File: src/rtl/rx_frame_shift.sv
// rtl/rx_frame_shift.sv - oversampled asynchronous serial frame receiver
//
// Deserialises one start / DATA_BITS data (LSB first) / optional parity /
// 1-2 stop bit frame per o_Done, using a 3-sample majority vote per bit.
//
// Ports:
//   i_Pclk        system clock, rising edge
//   i_Rst_n       asynchronous active-low reset
//   i_Bclk        oversample enable, OVERSAMPLE pulses per bit period
//   i_Rx_Serial   asynchronous serial line, idle high
//   o_Data        received data, held until the next o_Done
//   o_Done        one-cycle pulse per completed frame
//   o_Parity_Err  parity mismatch for the frame flagged by o_Done
//   o_Frame_Err   a stop bit sampled low
//   o_Break       data, parity (if present) and first stop all low
//   o_Busy        high while a frame is being received
module rx_frame_shift #(
  parameter int DATA_BITS  = 8,
  parameter int OVERSAMPLE = 16,
  parameter int PARITY_EN  = 0,
  parameter int PARITY_ODD = 0,
  parameter int STOP_BITS  = 1
) (
  input  logic                 i_Pclk,
  input  logic                 i_Rst_n,
  input  logic                 i_Bclk,
  input  logic                 i_Rx_Serial,
  output logic [DATA_BITS-1:0] o_Data,
  output logic                 o_Done,
  output logic                 o_Parity_Err,
  output logic                 o_Frame_Err,
  output logic                 o_Break,
  output logic                 o_Busy
);

  localparam int TW = $clog2(OVERSAMPLE);
  localparam logic [TW-1:0] TICK_LAST = TW'(OVERSAMPLE - 1);
  localparam logic [TW-1:0] TICK_S0   = TW'(OVERSAMPLE / 2 - 1);
  localparam logic [TW-1:0] TICK_S1   = TW'(OVERSAMPLE / 2);
  localparam logic [TW-1:0] TICK_DEC  = TW'(OVERSAMPLE / 2 + 1);
  localparam logic [3:0]    BIT_LAST  = 4'(DATA_BITS - 1);

  typedef enum logic [2:0] {
    S_IDLE,
    S_START,
    S_DATA,
    S_PARITY,
    S_STOP
  } state_e;

  state_e               state_q;
  logic [TW-1:0]        tick_q;
  logic [3:0]           bit_idx_q;
  logic                 stop_idx_q;
  logic                 rx_meta_q;
  logic                 rx_s_q;
  logic                 samp0_q;
  logic                 samp1_q;
  logic [DATA_BITS-1:0] shift_q;
  logic                 par_bit_q;
  logic                 par_err_q;
  logic                 frame_err_q;
  logic                 stop0_q;

  logic [TW-1:0] tick_d;
  logic          wrap;
  logic          dec;
  logic          vote_d;
  logic          last_stop;
  logic          first_stop_d;
  logic          break_d;

  assign wrap   = (tick_q == TICK_LAST);
  assign dec    = (tick_q == TICK_DEC);
  assign tick_d = wrap ? '0 : tick_q + TW'(1);

  // Third sample is the live synchronised line at the decision tick.
  assign vote_d = (samp0_q & samp1_q) | (samp0_q & rx_s_q) | (samp1_q & rx_s_q);

  assign last_stop    = (STOP_BITS == 1) || stop_idx_q;
  assign first_stop_d = stop_idx_q ? stop0_q : vote_d;
  assign break_d      = (shift_q == '0) && ((PARITY_EN == 0) || !par_bit_q) && !first_stop_d;

  assign o_Busy = (state_q != S_IDLE);

  always_ff @(posedge i_Pclk or negedge i_Rst_n) begin
    if (!i_Rst_n) begin
      state_q      <= S_IDLE;
      tick_q       <= '0;
      bit_idx_q    <= '0;
      stop_idx_q   <= 1'b0;
      rx_meta_q    <= 1'b1;
      rx_s_q       <= 1'b1;
      samp0_q      <= 1'b0;
      samp1_q      <= 1'b0;
      shift_q      <= '0;
      par_bit_q    <= 1'b0;
      par_err_q    <= 1'b0;
      frame_err_q  <= 1'b0;
      stop0_q      <= 1'b0;
      o_Data       <= '0;
      o_Done       <= 1'b0;
      o_Parity_Err <= 1'b0;
      o_Frame_Err  <= 1'b0;
      o_Break      <= 1'b0;
    end else begin
      rx_meta_q <= i_Rx_Serial;
      rx_s_q    <= rx_meta_q;
      o_Done    <= 1'b0;

      if (i_Bclk) begin
        if (state_q == S_IDLE) begin
          // The detecting tick is tick 0 of the start bit.
          if (!rx_s_q) begin
            state_q     <= S_START;
            tick_q      <= TW'(1);
            bit_idx_q   <= '0;
            stop_idx_q  <= 1'b0;
            par_bit_q   <= 1'b0;
            par_err_q   <= 1'b0;
            frame_err_q <= 1'b0;
          end
        end else begin
          tick_q <= tick_d;
          if (tick_q == TICK_S0) samp0_q <= rx_s_q;
          if (tick_q == TICK_S1) samp1_q <= rx_s_q;

          case (state_q)
            S_START: begin
              if (dec && vote_d) begin
                state_q <= S_IDLE;
                tick_q  <= '0;
              end else if (wrap) begin
                state_q   <= S_DATA;
                bit_idx_q <= '0;
              end
            end
            S_DATA: begin
              if (dec) shift_q <= {vote_d, shift_q[DATA_BITS-1:1]};
              if (wrap) begin
                if (bit_idx_q == BIT_LAST) begin
                  bit_idx_q  <= '0;
                  stop_idx_q <= 1'b0;
                  state_q    <= (PARITY_EN != 0) ? S_PARITY : S_STOP;
                end else begin
                  bit_idx_q <= bit_idx_q + 4'd1;
                end
              end
            end
            S_PARITY: begin
              if (dec) begin
                par_bit_q <= vote_d;
                par_err_q <= ((^shift_q) ^ vote_d) != 1'(PARITY_ODD);
              end
              if (wrap) state_q <= S_STOP;
            end
            S_STOP: begin
              if (dec) begin
                if (!vote_d) frame_err_q <= 1'b1;
                if (!stop_idx_q) stop0_q <= vote_d;
                // Leave at the last decision so the next start edge is
                // caught even with no idle time after the stop bit.
                if (last_stop) begin
                  state_q      <= S_IDLE;
                  tick_q       <= '0;
                  o_Done       <= 1'b1;
                  o_Data       <= shift_q;
                  o_Parity_Err <= par_err_q;
                  o_Frame_Err  <= frame_err_q | !vote_d;
                  o_Break      <= break_d;
                end
              end else if (wrap) begin
                stop_idx_q <= 1'b1;
              end
            end
            default: begin
              state_q <= S_IDLE;
              tick_q  <= '0;
            end
          endcase
        end
      end
    end
  end

endmodule

File: config.mk
export PLATFORM = sky130hd
export DESIGN_NAME = rx_frame_shift
export DESIGN_NICKNAME = d
export VERILOG_FILES = /design/src/rtl/rx_frame_shift.sv
export SDC_FILE = /design/constraint.sdc
export NUM_CORES = 1
export LEC_CHECK = 0
export ABC_AREA = 0
export ABC_CLOCK_PERIOD_IN_PS = 1900
export BUFFER_PORTS_ARGS = -buffer_cell sky130_fd_sc_hd__buf_2
export CAP_MARGIN = 10
export CELL_PAD_IN_SITES_DETAIL_PLACEMENT = 1
export CELL_PAD_IN_SITES_GLOBAL_PLACEMENT = 1
export CORE_MARGIN = 4
export CORE_UTILIZATION = 46
export CTS_CLUSTER_DIAMETER = 60
export DETAILED_ROUTE_END_ITERATION = 16
export PLACE_DENSITY = 0.83
export SETUP_SLACK_MARGIN = 0.05
export SLEW_MARGIN = 20
export SYNTH_ARGS = -nofsm -noshare
export SYNTH_HDL_FRONTEND = slang
export SYNTH_SLANG_ARGS = --single-unit
File: constraint.sdc
create_clock -name i_Pclk -period 1.9 [get_ports i_Pclk]
set_input_delay 0.095 -clock i_Pclk [delete_from_list [all_inputs] [get_ports i_Pclk]]
set_output_delay 0.095 -clock i_Pclk [all_outputs]
set_load 0.02 [all_outputs]
==> results of run 1 <==
metrics by stage:
stage	std cells	power (uW)	utilization
after floorplan	194	1860	-
after global placement	254	2060	0.514
after detailed placement	254	2130	0.514
after CTS	264	2850	0.546
after global routing	265	3100	0.553
final	265	2890	0.553
state kept, by name, indices dropped and copies added (netlist names):
register / cells
bit_idx_q: 4
frame_err_q: 1
o_Break: 1
o_Data: 8
o_Done: 1
o_Frame_Err: 1
o_Parity_Err: 1
par_err_q: 1
rx_meta_q: 1
rx_s_q: 1
samp0_q: 1
samp1_q: 1
shift_q: 8
state_q: 3
stop0_q: 1
stop_idx_q: 1
tick_q: 4
power by group:
group,internal (uW),switching [uW]
registers,994,174
clock network,391,311
logic,406,616
tightest hold or removal path, delay by kind of cell:
kind,cells,cell delay [ps]
buf+inv,1,190
simple gates,2,160
cell families (layout without fill, tap and decap cells):
family | after synthesis | count (layout)
AO/OA/AOI/OAI | 48 | 48
XOR/XNOR | 4 | 4
adder cells (fa/ha/maj) | 9 | 9
buffers and inverters | 28 | 48
flip-flops | 39 | 39
multiplexers | 11 | 11
AND/OR/NAND/NOR | 55 | 56
cells in the final DEF, fill, tap and decap left out, drive strengths merged, types with 3 or more instances in the layout:
cell / synthesis / final
a21oi: 8 / 8
and3: 4 / 4
buf: 11 / 21
clkbuf: 0 / 5
dfrtp: 37 / 37
ha: 8 / 8
inv: 17 / 17
mux2: 3 / 3
mux2i: 8 / 8
nand2: 18 / 18
nand3: 4 / 4
nand4: 3 / 4
nor2: 8 / 8
o21ai: 18 / 18
xnor2: 4 / 4
layer usage:
layer  routed length, um  share of wire
met1                2240           0.45
met2                2510           0.50
met3                 154          0.031
met4                  70          0.014
met5                   0              0
worst paths after layout:
kind / from / endpoint / slack [ps] / cells after the start
max: tick_q[0] / bit_idx_q[1] / 100 / 5
min: i_Bclk / state_q[0] / 190 / 3
max reg2reg: tick_q[0] / bit_idx_q[1] / 100 / 5
min reg2reg: rx_meta_q / rx_s_q / 360 / 0
max in group asynchronous: i_Rst_n / shift_q[6] / 890 / 2
min in group asynchronous: i_Rst_n / tick_q[3] / 450 / 2
repair_timing:
item | 4_1_cts | 5_1_grt
gates resized for setup | 0 | 5
endpoints found under the setup margin | 0 | 5
hold buffers | 2 | 0
hold endpoints to repair | 38 | 0
area by class of cell:
type,count,area [um2]
clock buffer,5,68.8
clock inverter,3,43.8
fill,467,1850
inverter,17,63.8
multi-input combinational,128,938
sequential,39,978
tap,50,62.6
timing repair buffer,23,138
==> reports/qor.yml, run 1 <==
status:
  outcome: "finished clean"
sta:
  fin_worst_skew_ps: 6.07
  timing.fmax_mhz: 555
  hold_viol: 0
  slew-limit-headroom: 0.404
  tns_ps: 0
  holdWs_ps: 192
  fin_ws_ps: 97.0
  maxSlewViolCount: 0
  layout_min_cycle_time_ps: 1800
  period_share: 0.949
  worstMarginPinSlew_ps: 894
  rsz0062_at_grt: "true"
  setup_viol: 0
die:
  core_um2: 4140
  row_count: 23
  dieArea_um2: 5560
  die_x_um: 74.5
  start_util: 0.492
  die_y_um: 74.5
  pin_count: 17
synthesis:
  yosys-mux-area-fraction: 0.0559
  seq_area_frac_synth: 0.480
  synth-simple-area-share: 0.151
  ys_top_cells_by_count: "dfrtp_1 (37), nand2_1 (18), inv_1 (17), o21ai_0 (17)"
  synth_top_area_share: 0.455
  synth_compound_area_frac: 0.166
  async_reset_ff_frac: 1.00
  yosysTopAreaCell: "dfrtp_1"
  synthFlopType: "dfrtp_1"
  yosys.cell_count.top_type: "dfrtp_1"
  synth_area_leaders: "dfrtp_1 (45%), ha_1 (4.9%), o21ai_0 (4.2%)"
  yosysUniqueCellTypes: 53
  synth_edf_count: 0
  syn_avg_cell_area_um2: 10.5
  synth_top_family_by_area: "compound AO/OA/AOI/OAI gates"
  ys_seq_elements: 39
  synth_fp_nets: 206
  yosysWarningCount: 0
  synth_fa_ha_area_frac: 0.0547
  synthCells: 194
  syn_area_um2: 2040
  synthXorXnorAreaFrac: 0.0172
route:
  drtIter0Drc: 90
  ant_nets: 0
  drt_first_pass_iters: 4
  wirelength_um: 4970
  vias: 1531
  drt_drc_violations_left: 0
  wl_per_cell_um: 18.8
  via_per_inst: 5.78
critical_path:
  crit_arrival_ps: 1990
  crit_required_ps: 2090
  startpoint_type: "flop"
  path_buf_inv: 0
  cp-end-kind: "flop"
  crit_path_cell_trace: "ha_1 > and3_2 > a211o_1 > and2_4 > a22o_1"
  cp_slowest_cell: "dfrtp_1"
  criticalPathCategory: "flop to flop"
  critPathTopFamily: "compound AO/OA/AOI/OAI gates"
  path_max_fanout: 6
  max_stage_delay_ps: 410
place:
  gp_congestion: 0.966
  placed_area_um2: 2130
  place_ws_ps: 137
  io_buffers: 16
  place_hpwl_um: 3240
layout:
  fin_area_um2: 2290
  areaGrowthSynthToFinish_pct: 12.6
  nets: 226
  num_antenna_cells: 0
  drive_above_1_share: 0.219
grt:
  use_met3: 0.0405
  grt_util_met2: 0.314
  grt_pass1_vias: 1583
  antenna_found_initial: 0
  grt_max_degree: 40
  grt_overflow: 0
  grt-busiest-layer: "met2"
  track_usage: 0.190
  grt_pass1_wl_um: 7940
  grt_util_met1: 0.251
clock_network:
  cts_max_level: 2
  clockBufferDepth: 2
  cts_tree: "yes"
  cts.clk_slew.worst_paths_ps: 80
  root_buffer: "clkbuf_8"
  clock-sinks: 39
  cts_made_buffers: 5
  post-cts-setup-buffers: 0
  clock_latency_ps: 300
pwr:
  power.leakage_uw: 0.00110
  powerDensity_nw_per_um2: 1260
  ir_drop_v: 0.000663
hold_path:
  min_path_type: "input port to flop"
job:
  cap_violations: 0
Note: power is estimated with default switching activity, not from simulation.
==> inputs of run 2 (changes only) <==
Settings changed: ABC_CLOCK_PERIOD_IN_PS 1900 to 2250, CORE_UTILIZATION 46 to 49, PLACE_DENSITY 0.83 to 0.87, SLEW_MARGIN 20 to 10.
Clock period 1.9 ns to 2.25 ns, I/O delays scaled along.
==> run 2 against run 1 <==
  * Hold slack better by 13 ps
  * Sequential cell count is the same
  * Routed wire length is 6.4% lower
  * Maximum frequency decreased by 9.1%
  * Combinational power down 25%
  * Non-clock buffer count shrank 5
  * Largest cell class unchanged
==> reports/qor.yml, run 2 (same netlist as run 1, synthesis figures left out) <==
critical_path:
  cp_slowest_cell: "dfrtp_1"  # unchanged
  crit_arrival_ps: 2190  # was 1990 ps
  max_stage_delay_ps: 570  # was 410 ps
  cp-end-kind: "flop"  # unchanged
  startpoint_type: "flop"  # unchanged
  crit_path_cell_trace: "inv_1 > nor3_1 > and3_2 > mux2i_1"  # was ha_1 > and3_2 > a211o_1 > and2_4 > a22o_1
  criticalPathCategory: "flop to flop"  # unchanged
  path_max_fanout: 13  # was 6
  crit_required_ps: 2460  # was 2090 ps
sta:
  slew-limit-headroom: 0.427  # was 0.404
  setup_viol: 0  # unchanged
  worstMarginPinSlew_ps: 860  # was 894 ps
  rsz0062_at_grt: "false"  # was true
  maxSlewViolCount: 0  # unchanged
  timing.fmax_mhz: 504  # was 555 MHz
  layout_min_cycle_time_ps: 1980  # was 1800 ps
  fin_worst_skew_ps: 5.59  # was 6.07 ps
  hold_viol: 0  # unchanged
  period_share: 0.882  # was 0.949
  tns_ps: 0  # unchanged
status:
  outcome: "finished clean"  # unchanged
route:
  drtIter0Drc: 98  # was 90
  wirelength_um: 4660  # was 4970 um
  drt_first_pass_iters: 4  # unchanged
  routed-wl-met3_um: 166  # was 154 um
  vias: 1523  # was 1531
  wl_met1_um: 2030  # was 2240 um
  wl_met2_um: 2310  # was 2510 um
  drt_drc_violations_left: 0  # unchanged
  ant_nets: 0  # unchanged
  via_per_inst: 5.88  # was 5.78
  top_layer_used: "met4"  # unchanged
  wl_per_cell_um: 18.0  # was 18.8 um
pwr:
  powerDensity_nw_per_um2: 1020  # was 1260 nW/um2
  power.leakage_uw: 0.00106  # was 0.00110 uW
  ir_drop_v: 0.000512  # was 0.000663 V
place:
  gp_congestion: 0.936  # was 0.966
  place_inst: 249  # was 254
  io_buffers: 16  # unchanged
  place_hpwl_um: 3270  # was 3240 um
clock_network:
  cts.clk_slew.worst_paths_ps: 70  # was 80 ps
  clockBufferDepth: 2  # unchanged
  cts_max_level: 2  # unchanged
  cts_tree: "yes"  # unchanged
  clock-sinks: 39  # unchanged
  cts_made_buffers: 5  # unchanged
  post-cts-setup-buffers: 0  # unchanged
  clock_latency_ps: 290  # was 300 ps
  root_buffer: "clkbuf_8"  # unchanged
grt:
  track_usage: 0.197  # was 0.190
  grt_max_degree: 40  # unchanged
  grt_pass1_vias: 1571  # was 1583
  antenna_found_initial: 0  # unchanged
  grt_overflow: 0  # unchanged
  grt_pass1_wl_um: 7850  # was 7940 um
die:
  pin_count: 17  # unchanged
  die_x_um: 72.5  # was 74.5 um
  core_um2: 4000  # was 4140 um2
  row_count: 23  # unchanged
  die_y_um: 72.5  # was 74.5 um
  start_util: 0.509  # was 0.492
  dieArea_um2: 5250  # was 5560 um2
layout:
  nets: 220  # was 226
  layout_common_cells: "dfrtp_1 (37), nand2_1 (18), inv_1 (17), o21ai_0 (17), buf_2 (16)"  # unchanged
  areaGrowthSynthToFinish_pct: 8.23  # was 12.6%
  layoutNonFillerInstCount: 259  # was 265
  layout_commonest_cell: "dfrtp_1"  # unchanged
  num_antenna_cells: 0  # unchanged
  largest_registers: "o_Data x8, shift_q x8"  # unchanged
  drive_above_1_share: 0.177  # was 0.219
job:
  cap_violations: 0  # unchanged
hold_path:
  min_path_type: "input port to flop"  # unchanged
run 2: repair_timing:
item                                    4_1_cts  5_1_grt
hold endpoints to repair                     38        0
hold buffers                                  2        0
endpoints found under the setup margin        0        8
resized for setup                             0        1
run 2: report_power, final:
part / switching, uW / internal, uW
clock: 239 / 247
combinational: 465 / 295
sequential: 170 / 839
total: 874 / 1380
run 2: critical path, delay by kind of cell (launching register included):
family / cells / cell delay, ps
AND/OR/NAND/NOR: 2 / 880
buffers and inverters: 1 / 200
multiplexers: 1 / 260
flip-flops: 1 / 570
run 2: layout make-up:
type                    instances  area (um2)
flip-flops and latches         39         978
inverters                      17        63.8
clock inverters                 1        5.00
fillers                       451        1800
multi-input cells             127         908
clock buffers                   7        86.3
repair buffers                 18         100
well taps                      50        62.6
run 2: metrics by stage:
stage / power (uW) / hold WS (ps) / cell area, um2 / util / setup WS [ps]
6_report: 2260 / 205 / 2200 / 0.551 / 266
3_3_place_gp: 1710 / 217 / 2090 / 0.523 / 377
5_1_grt: 2400 / 224 / 2200 / 0.551 / 148
4_1_cts: 2270 / 196 / 2200 / 0.551 / 163
3_5_place_dp: 1760 / 221 / 2090 / 0.523 / 165
2_1_floorplan: 1570 / -183 / 2040 / - / 547
run 2: final timing paths:
path                       startpoint            to  slack [ps]  cells past startpoint
max                        state_q[1]    shift_q[2]         270                      4
min                            i_Bclk    state_q[0]         200                      3
max reg2reg                state_q[1]    shift_q[2]         270                      4
min reg2reg                 rx_meta_q        rx_s_q         360                      0
max in group asynchronous     i_Rst_n  bit_idx_q[3]        1230                      2
min in group asynchronous     i_Rst_n     tick_q[2]         470                      2
run 2: per-layer routing:
layer | track usage | vias up
met1 | 0.248 | 758
met2 | 0.320 | 35
met3 | 0.0457 | 15
li1 | - | 715
met4 | 0.0943 | 0
met5 | 0 | -
